$ cat src/rtl/freq_meter_pkg.sv
// Shared types and constants for the gated-window frequency meter.
package freq_meter_pkg;

  typedef enum logic [1:0] {
    IDLE  = 2'd0,
    COUNT = 2'd1,
    DONE  = 2'd2
  } state_e;

  // 1 ms window at 50 MHz
  localparam int unsigned GATE_CYCLES_DEFAULT = 50000;
  // Reference clock for converting a count to Hz: hz = count * SYS_CLK_HZ / GATE_CYCLES
  localparam int unsigned SYS_CLK_HZ = 50_000_000;

endpackage

$ cat src/rtl/sync_edge_detect.sv
// Synchronizes an asynchronous input and flags its rising edges.
// The previous-value flop tracks sync_out every cycle; load masks the edge on the arming cycle.
module sync_edge_detect #(
  parameter int unsigned SYNC_STAGES = 2
) (
  input  logic clk_50M,
  input  logic rst,
  input  logic load,
  input  logic async_in,
  output logic sync_out,
  output logic rise
);

  logic [SYNC_STAGES-1:0] sync_q;
  logic                   prev_q;

  always_ff @(posedge clk_50M) begin
    if (rst) begin
      sync_q <= '0;
      prev_q <= 1'b0;
    end else begin
      sync_q <= {sync_q[SYNC_STAGES-2:0], async_in};
      prev_q <= sync_q[SYNC_STAGES-1];
    end
  end

  assign sync_out = sync_q[SYNC_STAGES-1];
  assign rise     = sync_out & ~prev_q & ~load;

endmodule

$ cat src/rtl/freq_meter.sv
// Gated-window frequency meter: counts rising edges of sig_in over GATE_CYCLES
// clk_50M cycles per start request and reports a saturating count.
module freq_meter
  import freq_meter_pkg::*;
#(
  parameter int unsigned GATE_CYCLES = GATE_CYCLES_DEFAULT,
  parameter int unsigned CNT_W       = 16,
  parameter int unsigned SYNC_STAGES = 2
) (
  input  logic             clk_50M,
  input  logic             rst,
  input  logic             start,
  input  logic             sig_in,
  output logic             busy,
  output logic             done,
  output logic [CNT_W-1:0] edge_count,
  output logic             overflow
);

  localparam int unsigned GATE_W = $clog2(GATE_CYCLES + 1);

  state_e             state_q, state_d;
  logic [GATE_W-1:0]  gate_q, gate_d;
  logic [CNT_W-1:0]   work_q, work_d;
  logic               wovf_q, wovf_d;
  logic [CNT_W-1:0]   edge_count_q, edge_count_d;
  logic               overflow_q, overflow_d;
  logic               busy_q, busy_d;
  logic               done_q, done_d;
  logic               load;
  logic               rise;
  logic               unused_sig_s;

  // Only edges are counted here; the synchronized level is not needed
  sync_edge_detect #(
    .SYNC_STAGES(SYNC_STAGES)
  ) u_sync (
    .clk_50M (clk_50M),
    .rst     (rst),
    .load    (load),
    .async_in(sig_in),
    .sync_out(unused_sig_s),
    .rise    (rise)
  );

  always_ff @(posedge clk_50M) begin
    if (rst) begin
      state_q <= IDLE;
    end else begin
      state_q <= state_d;
    end
  end

  always_comb begin
    state_d = state_q;
    case (state_q)
      IDLE:    if (start) state_d = COUNT;
      COUNT:   if (gate_q == '0) state_d = DONE;
      DONE:    state_d = IDLE;
      default: state_d = IDLE;
    endcase
  end

  // Datapath next values and registered-output decode
  always_comb begin
    load         = 1'b0;
    gate_d       = gate_q;
    work_d       = work_q;
    wovf_d       = wovf_q;
    edge_count_d = edge_count_q;
    overflow_d   = overflow_q;
    case (state_q)
      IDLE: begin
        if (start) begin
          load   = 1'b1;
          gate_d = GATE_W'(GATE_CYCLES - 1);
          work_d = '0;
          wovf_d = 1'b0;
        end
      end
      COUNT: begin
        if (gate_q != '0) gate_d = gate_q - GATE_W'(1);
        if (rise) begin
          if (work_q == {CNT_W{1'b1}}) wovf_d = 1'b1;
          else                         work_d = work_q + CNT_W'(1);
        end
        // Publish on the edge that enters DONE, including this cycle's edge
        if (gate_q == '0) begin
          edge_count_d = work_d;
          overflow_d   = wovf_d;
        end
      end
      default: ;
    endcase
    busy_d = (state_d != IDLE);
    done_d = (state_d == DONE);
  end

  always_ff @(posedge clk_50M) begin
    if (rst) begin
      gate_q       <= '0;
      work_q       <= '0;
      wovf_q       <= 1'b0;
      edge_count_q <= '0;
      overflow_q   <= 1'b0;
      busy_q       <= 1'b0;
      done_q       <= 1'b0;
    end else begin
      gate_q       <= gate_d;
      work_q       <= work_d;
      wovf_q       <= wovf_d;
      edge_count_q <= edge_count_d;
      overflow_q   <= overflow_d;
      busy_q       <= busy_d;
      done_q       <= done_d;
    end
  end

  assign busy       = busy_q;
  assign done       = done_q;
  assign edge_count = edge_count_q;
  assign overflow   = overflow_q;

endmodule
$ cat config.mk
export PLATFORM = sky130hd
export DESIGN_NAME = freq_meter
export DESIGN_NICKNAME = d
export VERILOG_FILES = /design/src/rtl/freq_meter_pkg.sv /design/src/rtl/sync_edge_detect.sv /design/src/rtl/freq_meter.sv
export SDC_FILE = /design/constraint.sdc
export NUM_CORES = 1
export LEC_CHECK = 0
export ABC_CLOCK_PERIOD_IN_PS = 2770
export BUFFER_PORTS_ARGS = -buffer_cell sky130_fd_sc_hd__buf_2
export CAP_MARGIN = 10
export CORE_UTILIZATION = 40
export CTS_CLUSTER_DIAMETER = 100
export DETAILED_ROUTE_END_ITERATION = 8
export SYNTH_ARGS = -nofsm -noshare
export SYNTH_HDL_FRONTEND = slang
export SYNTH_SLANG_ARGS = --single-unit
$ cat constraint.sdc
create_clock -name clk_50M -period 2.77 [get_ports clk_50M]
set_input_delay 0.4155 -clock clk_50M [delete_from_list [all_inputs] [get_ports clk_50M]]
set_output_delay 0.4155 -clock clk_50M [all_outputs]
set_load 0.02 [all_outputs]
Word level (Yosys, flattened, before mapping) --
Cells that the tools add are included.
Cells by class: add/subtract/negate cells 2, equality and inequality tests 5, multiplexer cells 16, bitwise operators 4, reductions and logical operators 8
Operators with widths (count):
- 16-bit two-way mux | 5
- 16-bit case mux with 2 select lines | 2
- 16-bit by 1-bit adder with 16-bit output (second input constant) | 1
- 16-bit == test (second input constant) | 1
- 16-bit zero test | 1
- 16-bit nonzero test | 1
- 16-bit by 1-bit subtractor with 16-bit output (second input constant) | 1
- 1-bit two-way mux | 5
- 2-bit two-way mux | 2
- 2-bit != test (second input constant) | 2
- 2-bit case mux with 2 select lines | 1
- 2-bit AND reduction | 2
- 2-bit nonzero test | 2
- 3-bit AND reduction | 1
- 1-bit AND | 2
- 2-bit by 1-bit == test with 1-bit output (second input constant) | 1
- 2-bit == test (second input constant) | 1
- 2-bit zero test | 1
- 1-bit inverter | 2
- 1-bit case mux with 2 select lines | 1
Storage, ports and cells: register bits after elaboration 57, input bits 4, output and inout port bits 19, word-level logic and storage cells 45

Logic depth before layout (Yosys ltp) --
Gate-level depths: netlist of run 1.
depth after elaboration 6, gate-level depth with buffers 9, mapped depth without buffers 7

Cells and area by module --
A second synthesis of run 1 with hierarchy kept.
Unflattened totals: cell total of the unflattened synthesis 333, area total of the unflattened synthesis 2835.2 um2
By module, submodules not included:
- freq_meter | instances 1, cells each 326, area each 2743.9 um2, seq. area each 1081.0 um2
- sync_edge_detect | instances 1, cells each 7, area each 91.3 um2, seq. area each 60.1 um2

Worst setup path after synthesis of run 1 --
OpenSTA, ideal clock, no wires.
path kind reg-to-reg, from register work_q[0], to register edge_count_q[5] (netlist: edge_count[5]), setup time 0.086 ns, data arrival time 1.845 ns, data required time 2.684 ns, path slack 0.839 ns, stages on the path, launching flop included 7, buffers on the path 0, period minus slack after synthesis 1.931 ns, cell sequence dfxtp_1 > ha_1 > nand3_1 > or4_1 > o211ai_1 > xor2_1 > a211oi_1
Between the ends: cells in the longest elaborated chain, start to end 3, elaborated cells on any way between the ends 4, classes of those cells add/sub (1); eq/ne (1); mux (2)
Ends and longest elaborated chain:
- from (decl) | line freq_meter.sv:24 | logic [CNT_W-1:0] work_q, work_d;
- from (signal assigned) | line freq_meter.sv:110 | work_q <= work_d;
- 16-bit by 1-bit adder with 16-bit output or 16-bit == test (tied branches) | line freq_meter.sv:85, freq_meter.sv:84
- 16-bit two-way mux (*) | line freq_meter.sv:84 | if (work_q == {CNT_W{1'b1}}) wovf_d = 1'b1;
- 16-bit two-way mux (*) | line freq_meter.sv:83 | if (rise) begin
- to (signal assigned) | line freq_meter.sv:112 | edge_count_q <= edge_count_d;
- to (decl) | line freq_meter.sv:26 | logic [CNT_W-1:0] edge_count_q, edge_count_d;
Every way passes the cells marked *; elsewhere a longest branch is shown, timed or not. A chain may end at the register's enable or synchronous reset.

Final worst setup path of run 1 --
from register work_q[0], to register edge_count_q[1] (netlist: edge_count[1])
The elaborated chain is that of the path after synthesis.

==> results.md, run 1 <==
* Cts bufs inserted at 9
* Measured slew at the worst slew-check pin at 0.6665 ns
* Die ar. at 7448 sq um
* Clock buffer depth at 2
* Pwr Total at 1.861 mW
* Starting Density at 0.4161
* Leakage dissipation at 1.095 nW
* Synth Instances at 333
* Die H at 86.30 um
* GP Congestion at 0.8098
* Achievable Freq at 442.2 MHz
* Min-Delay Startpoint: sig_in
* Hold WC Path Type: in -> reg
* Synth Area per Inst at 8.537 sq um
* Yosys reg bits at 57
* Dpl cell area at 3052 sq um
* Worst path top cell family by delay: simple AND/OR/NAND/NOR gates
* Initial antenna violation count at 0
* Cell chain of the critical path: ha_1, nand3_1, nor4_4, a21oi_1, mux2i_1, a211oi_2
* Synth async-reset ratio at 0
* Adder-cell area share of the yosys netlist at 0.01320
* Critical path arrival at 2.48 ns
* Utilization after layout at 0.4705
* Ys Warns at 0
* Post-Route Skew at 0.004368 ns
* PnR worst setup slack at 0.5086 ns
* CTS Hold Bufs at 0
* Simple-gate share of the synthesized area at 0.2835
* I/O Buffers at 22
* Hold-critical path endpoint: u_sync.sync_q[0]
* Vias in the first global route at 2248
* DR WL/cell at 14.40 um
* Global-route track usage on met1 at 0.2750
* Reg2reg setup slack at 0.51 ns
* Routed vias/inst at 5.451
* Slew Limit Fails at 0
* Maxcap violations at 0
* Worst Hold Path Cells at 2
* Post-CTS Resized at 0
* Detailed placement HPWL at 4.564 mm
* # rows at 30
* Total track usage at 0.1930
* Critical R2R Launch: work_q[0]
* Post-synth EDFFs at 0
* Total power divided by cell area at 578.9 nW/um^2
* Post-route cell area at 3214 sq um
* Share of layout cells above drive strength 1 at 0.1588
* Unique cell type count in the Yosys netlist at 48
* Synth Net Count at 340
* GRT busiest layer: met2
* RSZ-0062 raised after global routing: no
* Root buffer cell: clkbuf_8
* Vias at 2480
* Min Hold Slack at 0.2961 ns
* CTS H-tree depth at 3
* Antenna viol nets, final at 0
* CP Capture Type: register
* # IOs at 23
* Max VDD drop at 398.2 uV
* R2R Path End: edge_count[1]
* CP Launch Type: register
* Layout Cells excl Fill at 455
* Final period util at 0.8164
* CP max-delay cell: nor4_4
* Final Hold Fails at 0
* GRT overflow at 0
* CP bufs+invs at 0
* Critical path type: reg -> reg
* Mapped Area at 2843 sq um
* Setup Buffers After CTS at 0
* Relative slew slack at 0.5547
* Sum of negative setup slack at 0 ns
* Status: completed
* Most used DFF post-synth: dfxtp_1
* CTS clk-pin slew, worst paths at 0.06 ns
* Met2 Use GR at 0.2835
* First-pass GRT wire length at 11.13 mm
* CP peak stage delay at 0.57 ns
* CTS tree: built
* Final worst path period need at 2.261 ns
* Core ar. at 6832 sq um
* Register area share after synthesis at 0.4014
* Diodes inserted at 0
* DR DRC count at 0
* XOR/XNOR share of the synthesized area at 0.06470
* Clk_lat worst skew at 0.33 ns
* NumNets Final at 363
* Max Fanout on Critical Path at 10
* Final WL at 6.554 mm
* Largest net degree at the start of global routing at 27
* Multiplexer share of the synthesized area at 0.007482
* Largest family of logic cells by synthesized area: simple AND/OR/NAND/NOR gates
* Chip width at 86.30 um
* Clock sink count at 57
* Area Growth Syn to Fin at 13.07%
* Reg2reg path depth at 6
* Synth Area in Compound Gates at 0.1959
* Final setup violation count at 0
* CP required at 2.99 ns
* 1st-iter DRT viols at 117
* Setup WS pre-CTS at 0.5286 ns
* Placed cells at 441
* First drt pass iteration count at 5
* GRT met3 Usage at 0.03619
==> synthesized netlist by cell type (2+ instances only) <==
cell	instances	area [sq um]
dfxtp_1	57	1141
nor2_1	38	142.6
a21oi_1	30	150.1
nand2_1	21	78.83
xnor2_1	17	148.9
nand3_1	15	75.07
nor3_1	14	70.07
a211oi_1	12	90.09
clkbuf_1	12	45.04
a31oi_1	11	68.82
nor4_1	9	56.30
nand4_1	8	50.05
or3_1	8	50.05
nand2b_1	7	43.79
and3_1	6	37.54
nor2b_1	6	37.54
o211ai_1	6	45.04
buf_2	5	25.02
o21ai_0	5	25.02
a211oi_2	4	50.05
xor2_1	4	35.03
a311oi_1	3	26.28
ha_1	3	37.54
nor4_4	3	63.81
inv_1	2	7.510
nor3b_1	2	15.01
o21a_1	2	15.01
o31ai_1	2	15.01
or4_4	2	22.52
==> flip-flops by register name (all words and copies together) (netlist names) <==
register	count
edge_count	16
gate_q	16
work_q	16
state_q	2
u_sync.sync_q	2
busy	1
done	1
overflow	1
u_sync.prev_q	1
wovf_q	1
==> where the power goes <==
| part | total [mW] | switching, mW | leakage, nW | internal [mW] |
|---|---|---|---|---|
| Combinational | 0.302 | 0.182 | 0.548 | 0.121 |
| Clock | 0.664 | 0.299 | 0.0826 | 0.364 |
| Sequential | 0.895 | 0.0362 | 0.463 | 0.859 |
==> area by class of cell <==
class	instances	area (sq um)
inverter	2	7.507
clock buffer	14	162.7
fill	709	3617
timing repair buffer	31	177.7
sequential	57	1141
tap	96	120.1
multi-input combinational	255	1605
==> cell families after synthesis <==
family | after synthesis
AND/OR/NAND/NOR | 147
AO/OA/AOI/OAI | 82
flip-flops | 57
XOR/XNOR | 21
buffers and inverters | 21
adder cells (fa/ha/maj) | 3
multiplexers | 2
==> layer usage <==
metal | vias up | share of wire | wire (um)
li1 | 1279 | - | -
met1 | 1143 | 0.52 | 3389
met2 | 51 | 0.43 | 2834
met3 | 7 | 0.039 | 257
met4 | 0 | 0.011 | 72
met5 | - | 0 | 0
==> cell usage in the layout, fill, tap and decap left out, types with 12 or more instances in the layout <==
cell type,n
buf_2,22
nor2_1,38
a211oi_1,12
a21oi_1,30
nand3_1,15
xnor2_1,17
nor3_1,14
dfxtp_1,57
nand2_1,21
==> how the worst max path moves through the flow <==
stage	slack [ns]	endpoint	cells after the start	start
after floorplan	0.84	edge_count[5]	6	work_q[0]
after global placement	0.58	edge_count[1]	6	work_q[0]
after detailed placement	0.53	edge_count[9]	6	gate_q[12]
after CTS	0.52	edge_count[9]	6	gate_q[12]
after global routing	0.30	edge_count[0]	6	work_q[0]
final	0.51	edge_count[1]	6	work_q[0]
Power figures use the tool's default switching activity.
==> run 2: changes to the inputs <==
- ABC_CLOCK_PERIOD_IN_PS: 2770 -> 1900
- clock period: 2.77 -> 1.9 ns (I/O delays scaled with it)
==> run 2 against run 1 <==
Compared with the run above: register-to-register slack got worse by 0.48 ns; sequential power grew 45%; sequential cell count did not move; hold slack got worse by 0.14 ns; sequential share of layout area decreased by 5.0 points; non-clock buffer count rose by 48; critical path type unchanged.
==> results.md, run 2 (synthesis gave the netlist of run 1 again) <==
* Status: completed (unchanged)
* Achievable Freq at 534.9 MHz (was 442.2 MHz)
* Final setup violation count at 0 (unchanged)
* Critical path arrival at 2.11 ns (was 2.48 ns)
* Hold WC Path Type: in -> reg (unchanged)
* GRT overflow at 0 (unchanged)
* Commonest cells after routing, fill and taps aside: dfxtp_1, buf_4, nor2_1 (was dfxtp_1, nor2_1, a21oi_1)
* Hold-critical path endpoint: u_sync.sync_q[0] (unchanged)
* First drt pass iteration count at 4 (was 5)
* Logic pwr share at 0.187 (was 0.162)
* Measured slew at the worst slew-check pin at 0.4301 ns (was 0.6665 ns)
* NumNets Final at 411 (was 363)
* Leakage dissipation at 1.387 nW (was 1.095 nW)
* CP Launch Point: gate_q[10] (was work_q[0])
* Clock sink count at 57 (unchanged)
* Sum of negative setup slack at 0 ns (unchanged)
* Layout Cells excl Fill at 503 (was 455)
* Reg2reg setup slack at 0.03 ns (was 0.51 ns)
* Min-Delay Startpoint: sig_in (unchanged)
* Sw Share at 0.2823 (was 0.2779)
* CTS H-tree depth at 3 (unchanged)
* Met2 wire len at 3.325 mm (was 2.834 mm)
* Critical R2R Launch: gate_q[10] (was work_q[0])
* # IOs at 23 (unchanged)
* Placed cells at 484 (was 441)
* P_int at 2.111 mW (was 1.344 mW)
* CP required at 2.14 ns (was 2.99 ns)
* Top layer in use: met4 (unchanged)
* DR DRC count at 0 (unchanged)
* Clock buffer depth at 2 (unchanged)
* # rows at 30 (unchanged)
* Switch Pwr at 0.8303 mW (was 0.5172 mW)
* Clk pwr share at 0.371 (was 0.357)
* R2R Path End: edge_count[10] (was edge_count[1])
* Final WL at 7.524 mm (was 6.554 mm)
* Max Fanout on Critical Path at 7 (was 10)
* DR WL/cell at 14.96 um (was 14.40 um)
* Final worst path period need at 1.869 ns (was 2.261 ns)
* CTS tree: built (unchanged)
* Share of layout cells above drive strength 1 at 0.3145 (was 0.1588)
* Diodes inserted at 0 (unchanged)
* Wire length on met1 at 3.728 mm (was 3.389 mm)
* Root buffer cell: clkbuf_8 (unchanged)
* Maxcap violations at 0 (unchanged)
* PnR worst setup slack at 0.03053 ns (was 0.5086 ns)
* CTS clk-pin slew, worst paths at 0.07 ns (was 0.06 ns)
* Worst Hold Path Cells at 2 (unchanged)
* RSZ-0062 raised after global routing: yes (was no)
* Relative slew slack at 0.7110 (was 0.5547)
* Total track usage at 0.2157 (was 0.1930)
* Final Hold Fails at 0 (unchanged)
* Die H at 86.30 um (unchanged)
* Vias in the first global route at 2493 (was 2248)
* First-pass GRT wire length at 12.39 mm (was 11.13 mm)
* Final period util at 0.9839 (was 0.8164)
* Largest net degree at the start of global routing at 34 (was 27)
* I/O Buffers at 22 (unchanged)
* Max VDD drop at 513.6 uV (was 398.2 uV)
* Utilization after layout at 0.5489 (was 0.4705)
* Reg2reg path depth at 6 (unchanged)
* Sequential power share at 0.442 (was 0.481)
* Vias at 2769 (was 2480)
* Routed vias/inst at 5.505 (was 5.451)
* Post-Route Skew at 0.01196 ns (was 0.004368 ns)
* 1st-iter DRT viols at 144 (was 117)
* Critical path type: reg -> reg (unchanged)
* Slew Limit Fails at 0 (unchanged)
* Detailed placement HPWL at 5.282 mm (was 4.564 mm)
* Clk_lat worst skew at 0.34 ns (was 0.33 ns)
* CTS Hold Bufs at 0 (unchanged)
* Total power divided by cell area at 784.4 nW/um^2 (was 578.9 nW/um^2)
* CP Launch Type: register (unchanged)
* Initial antenna violation count at 0 (unchanged)
* Die ar. at 7448 sq um (unchanged)
* Area of the multi-input gates at 1722 sq um (was 1605 sq um)
* Area Growth Syn to Fin at 31.91% (was 13.07%)
* Cts bufs inserted at 9 (unchanged)
* Antenna viol nets, final at 0 (unchanged)
* CP Capture Type: register (unchanged)
* GP Congestion at 0.8769 (was 0.8098)
* Most common cell after layout, fill and taps aside: dfxtp_1 (unchanged)
* Wire length on met3 at 347 um (was 257 um)
* Chip width at 86.30 um (unchanged)
* Core ar. at 6832 sq um (unchanged)
* Setup WS pre-CTS at -0.05014 ns (was 0.5286 ns)
* Dpl cell area at 3388 sq um (was 3052 sq um)
* Post-route cell area at 3750 sq um (was 3214 sq um)
* # fillers at 664 (was 709)
* Starting Density at 0.4161 (unchanged)
* Register area at 1145 sq um (was 1141 sq um)
==> run 2: cell types whose count changed in the layout (fill, tap and decap cells not counted), sizes merged <==
| cell | previous run | this run |
|---|---|---|
| buf | 31 | 79 |
| clkbuf | 14 | 10 |
| clkinv | 0 | 3 |
| bufinv | 0 | 1 |
==> run 2: routing by layer <==
layer  vias to the layer above  GRT usage
met5                         -          0
li1                       1380          -
met1                      1312     0.3052
met4                         0    0.08636
met3                        14    0.04095
met2                        63     0.3225
==> run 2: layout make-up <==
cell class | instances | area share
timing repair buffer | 79 | 0.1528
inverter | 2 | 0.002002
tap | 96 | 0.03203
sequential | 57 | 0.3053
clock inverter | 4 | 0.01201
clock buffer | 10 | 0.03670
multi-input combinational | 255 | 0.4591
==> run 2: what timing repair did <==
item / CTS / global route
setup endpoints to repair: 16 / 31
setup buffers: 0 / 5
resized for setup: 5 / 26
pin swaps: 3 / 11
==> run 2: power groups by stage <==
stage / combinational [mW] / sequential (mW) / clock (mW)
3_5_place_dp: 0.504 / 1.32 / 0
6_report: 0.550 / 1.30 / 1.09
5_1_grt: 0.602 / 1.31 / 1.18
3_3_place_gp: 0.496 / 1.32 / 0
2_1_floorplan: 0.323 / 1.34 / 0
4_1_cts: 0.511 / 1.30 / 1.11
==> run 2: worst max-delay path, stage by stage, from the launching register on <==
cell and delay, ns:
dfxtp_1 0.31, or4_4 0.60, nor4_4 0.20, and3_4 0.24, buf_6 0.12, nor2_1 0.04, a311oi_1 0.25
==> run 2: per-stage QoR <==
stage | power [mW] | hold slack, ns
after floorplan | 1.659 | 0.4132
after global placement | 1.817 | 0.4248
after detailed placement | 1.827 | 0.4296
after CTS | 2.921 | 0.1504
after global routing | 3.091 | 0.1673
final | 2.942 | 0.1574
==> run 2: how the worst max path moves through the flow <==
stage / depth (start not counted) / end / slack, ns
global placement: 5 / edge_count[3] / -0.02
floorplan: 7 / edge_count[2] / 0.0005
detailed placement: 6 / edge_count[0] / -0.05
global route: 6 / edge_count[10] / -0.06
finish: 6 / edge_count[10] / 0.03
CTS: 7 / edge_count[14] / 0.01
==> run 3: changes to the inputs <==
- CTS_BUF_LIST: unset -> sky130_fd_sc_hd__clkbuf_4
==> run 3 against run 2 <==
Compared with the run above: the run now ends with negative setup slack left; first-iteration DRC count increased by 11%; worst setup slack got worse by 0.048 ns; power fell by 9.1%; register-to-register slack lost 0.05 ns; clock skew grew 0.0090 ns; critical path type unchanged; sequential cell count did not move; combinational power rose by 1%; cell area is 1.1% lower; sequential share of layout area grew 0.49 points.
==> results.md, run 3 (synthesis gave the netlist of run 1 again) <==
* Final worst path period need at 1.918 ns (was 1.869 ns)
* # fillers at 683 (was 664)
* Max Fanout on Critical Path at 8 (was 7)
* CP peak stage delay at 0.58 ns (was 0.60 ns)
* Routed vias/inst at 5.486 (was 5.505)
* Initial antenna violation count at 0 (unchanged)
* # IOs at 23 (unchanged)
* Antenna viol nets, final at 0 (unchanged)
* Min-Delay Startpoint: sig_in (unchanged)
* DR DRC count at 0 (unchanged)
* CTS H-tree depth at 3 (unchanged)
* Die ar. at 7448 sq um (unchanged)
* CTS clk-pin slew, worst paths at 0.10 ns (was 0.07 ns)
* Commonest cells after routing, fill and taps aside: buf_4, dfxtp_1, nor2_1 (was dfxtp_1, buf_4, nor2_1)
* # rows at 30 (unchanged)
* Hold-critical path endpoint: u_sync.sync_q[0] (unchanged)
* Violated checks: negative setup slack
* Chip width at 86.30 um (unchanged)
* Most common cell after layout, fill and taps aside: buf_4 (was dfxtp_1)
* Die H at 86.30 um (unchanged)
* GRT overflow at 0 (unchanged)
* Sum of negative setup slack at -0.03722 ns (was 0 ns)
* Post-Route Skew at 0.02095 ns (was 0.01196 ns)
* Final WL at 7.369 mm (was 7.524 mm)
* First drt pass iteration count at 4 (unchanged)
* DR WL/cell at 14.62 um (was 14.96 um)
* Area Growth Syn to Fin at 30.41% (was 31.91%)
* CP required at 2.17 ns (was 2.14 ns)
* Achievable Freq at 521.4 MHz (was 534.9 MHz)
* Relative slew slack at 0.7056 (was 0.7110)
* Critical path type: reg -> reg (unchanged)
* Final setup violation count at 4 (was 0)
* NumNets Final at 412 (was 411)
* CTS tree: built (unchanged)
* Setup WS pre-CTS at -0.05014 ns (unchanged)
* Final period util at 1.009 (was 0.9839)
* Root buffer cell: clkbuf_4 (was clkbuf_8)
* Vias at 2765 (was 2769)
* RSZ-0062 raised after global routing: yes (unchanged)
* First-pass GRT wire length at 12.39 mm (about the same)
* Critical R2R Launch: gate_q[12] (was gate_q[10])
* Critical path arrival at 2.19 ns (was 2.11 ns)
* Starting Density at 0.4161 (unchanged)
* Clk_lat worst skew at 0.41 ns (was 0.34 ns)
* CP Launch Type: register (unchanged)
* Cts bufs inserted at 9 (unchanged)
* Detailed placement HPWL at 5.282 mm (unchanged)
* CP Launch Point: gate_q[12] (was gate_q[10])
* Diodes inserted at 0 (unchanged)
* Reg2reg path depth at 6 (unchanged)
* Measured slew at the worst slew-check pin at 0.4389 ns (was 0.4301 ns)
* Worst Hold Path Cells at 2 (unchanged)
* Max VDD drop at 426.6 uV (was 513.6 uV)
* Core ar. at 6832 sq um (unchanged)
* Largest net degree at the start of global routing at 34 (unchanged)
* Total power divided by cell area at 721.1 nW/um^2 (was 784.4 nW/um^2)
* CP Capture Type: register (unchanged)
* Status: finished, violations left (was completed)
* Final Hold Fails at 0 (unchanged)
* 1st-iter DRT viols at 160 (was 144)
* I/O Buffers at 22 (unchanged)
* Leakage dissipation at 1.366 nW (was 1.387 nW)
* Cell chain of the critical path: or4_4, nor4_4, buf_4, and3_4, buf_8, a211oi_2 (was or4_4, nor4_4, and3_4, buf_6, nor2_1, a311oi_1)
* GP Congestion at 0.8769 (unchanged)
* PnR worst setup slack at -0.01774 ns (was 0.03053 ns)
* Total track usage at 0.2159 (was 0.2157)
* Slew Limit Fails at 0 (unchanged)
* Hold WC Path Type: in -> reg (unchanged)
* Vias in the first global route at 2489 (was 2493)
* Clock buffer depth at 2 (unchanged)
* Maxcap violations at 0 (unchanged)
* CP max-delay cell: or4_4 (unchanged)
* R2R Path End: edge_count[3] (was edge_count[10])
* Clock sink count at 57 (unchanged)
* Share of layout cells above drive strength 1 at 0.3333 (was 0.3145)
* Reg2reg setup slack at -0.02 ns (was 0.03 ns)
run 3: cell count changes in the layout (fill, tap and decap cells not counted), sizes merged:
cell | previous run | this run
buf | 79 | 80
clkbuf | 10 | 9
clkinv | 3 | 4
run 3: worst max-delay path, delay by kind of cell, from the launching register on:
kind,cells,cell delay (ns)
buffers and inverters,2,0.32
DFF,1,0.33
AOI/OAI and AO/OA,1,0.06
and+or+nand+nor,3,1.06
run 3: through the flow:
stage / total power [mW] / std cells / hold WS [ns] / util / area (sq um)
after floorplan: 1.659 / 333 / 0.4132 / - / 2844
after global placement: 1.817 / 484 / 0.4248 / 0.4960 / 3388
after detailed placement: 1.827 / 484 / 0.4296 / 0.4960 / 3388
after CTS: 2.651 / 500 / 0.07633 / 0.5174 / 3535
after global routing: 2.818 / 504 / 0.09003 / 0.5427 / 3707
final: 2.674 / 504 / 0.09396 / 0.5427 / 3707
run 3: layout make-up:
| class | instances | area, sq um | area share |
|---|---|---|---|
| sequential | 57 | 1150 | 0.3102 |
| clock inverter | 5 | 48.80 | 0.01316 |
| tap | 96 | 120.1 | 0.03240 |
| timing repair buffer | 80 | 588.1 | 0.1586 |
| clock buffer | 9 | 67.56 | 0.01822 |
| inverter | 2 | 7.507 | 0.002025 |
| multi-input combinational | 255 | 1725 | 0.4654 |
run 3: timing repair:
item | in CTS | in global routing
buffers inserted | 2 | 4
hold buffers | 0 | 0
pin swaps | 5 | 17
setup endpoints to repair | 18 | 33
resized for setup | 5 | 35
run 3: where the power goes:
part           total [mW]  internal, mW  switching (mW)
clock               0.817         0.376           0.441
combinational       0.558         0.248           0.310
sequential           1.30          1.25          0.0478
total                2.67          1.87           0.799
run 3: metal layers:
metal	global-route usage	up-vias	wire (um)	share of wire
li1	-	1386	-	-
met3	0.03810	11	268	0.036
met5	0	-	0	0
met1	0.3052	1307	3744	0.51
met2	0.3232	61	3241	0.44
met4	0.09091	0	114	0.015
run 3: how the worst max path moves through the flow:
stage                               end  slack [ns]  depth (start not counted)
final                     edge_count[3]       -0.02                          6
after global routing         gate_q[15]       -0.12                          5
after CTS                     gate_q[4]       -0.01                          8
after detailed placement  edge_count[0]       -0.05                          6
after global placement    edge_count[3]       -0.02                          5
after floorplan           edge_count[2]      0.0005                          7
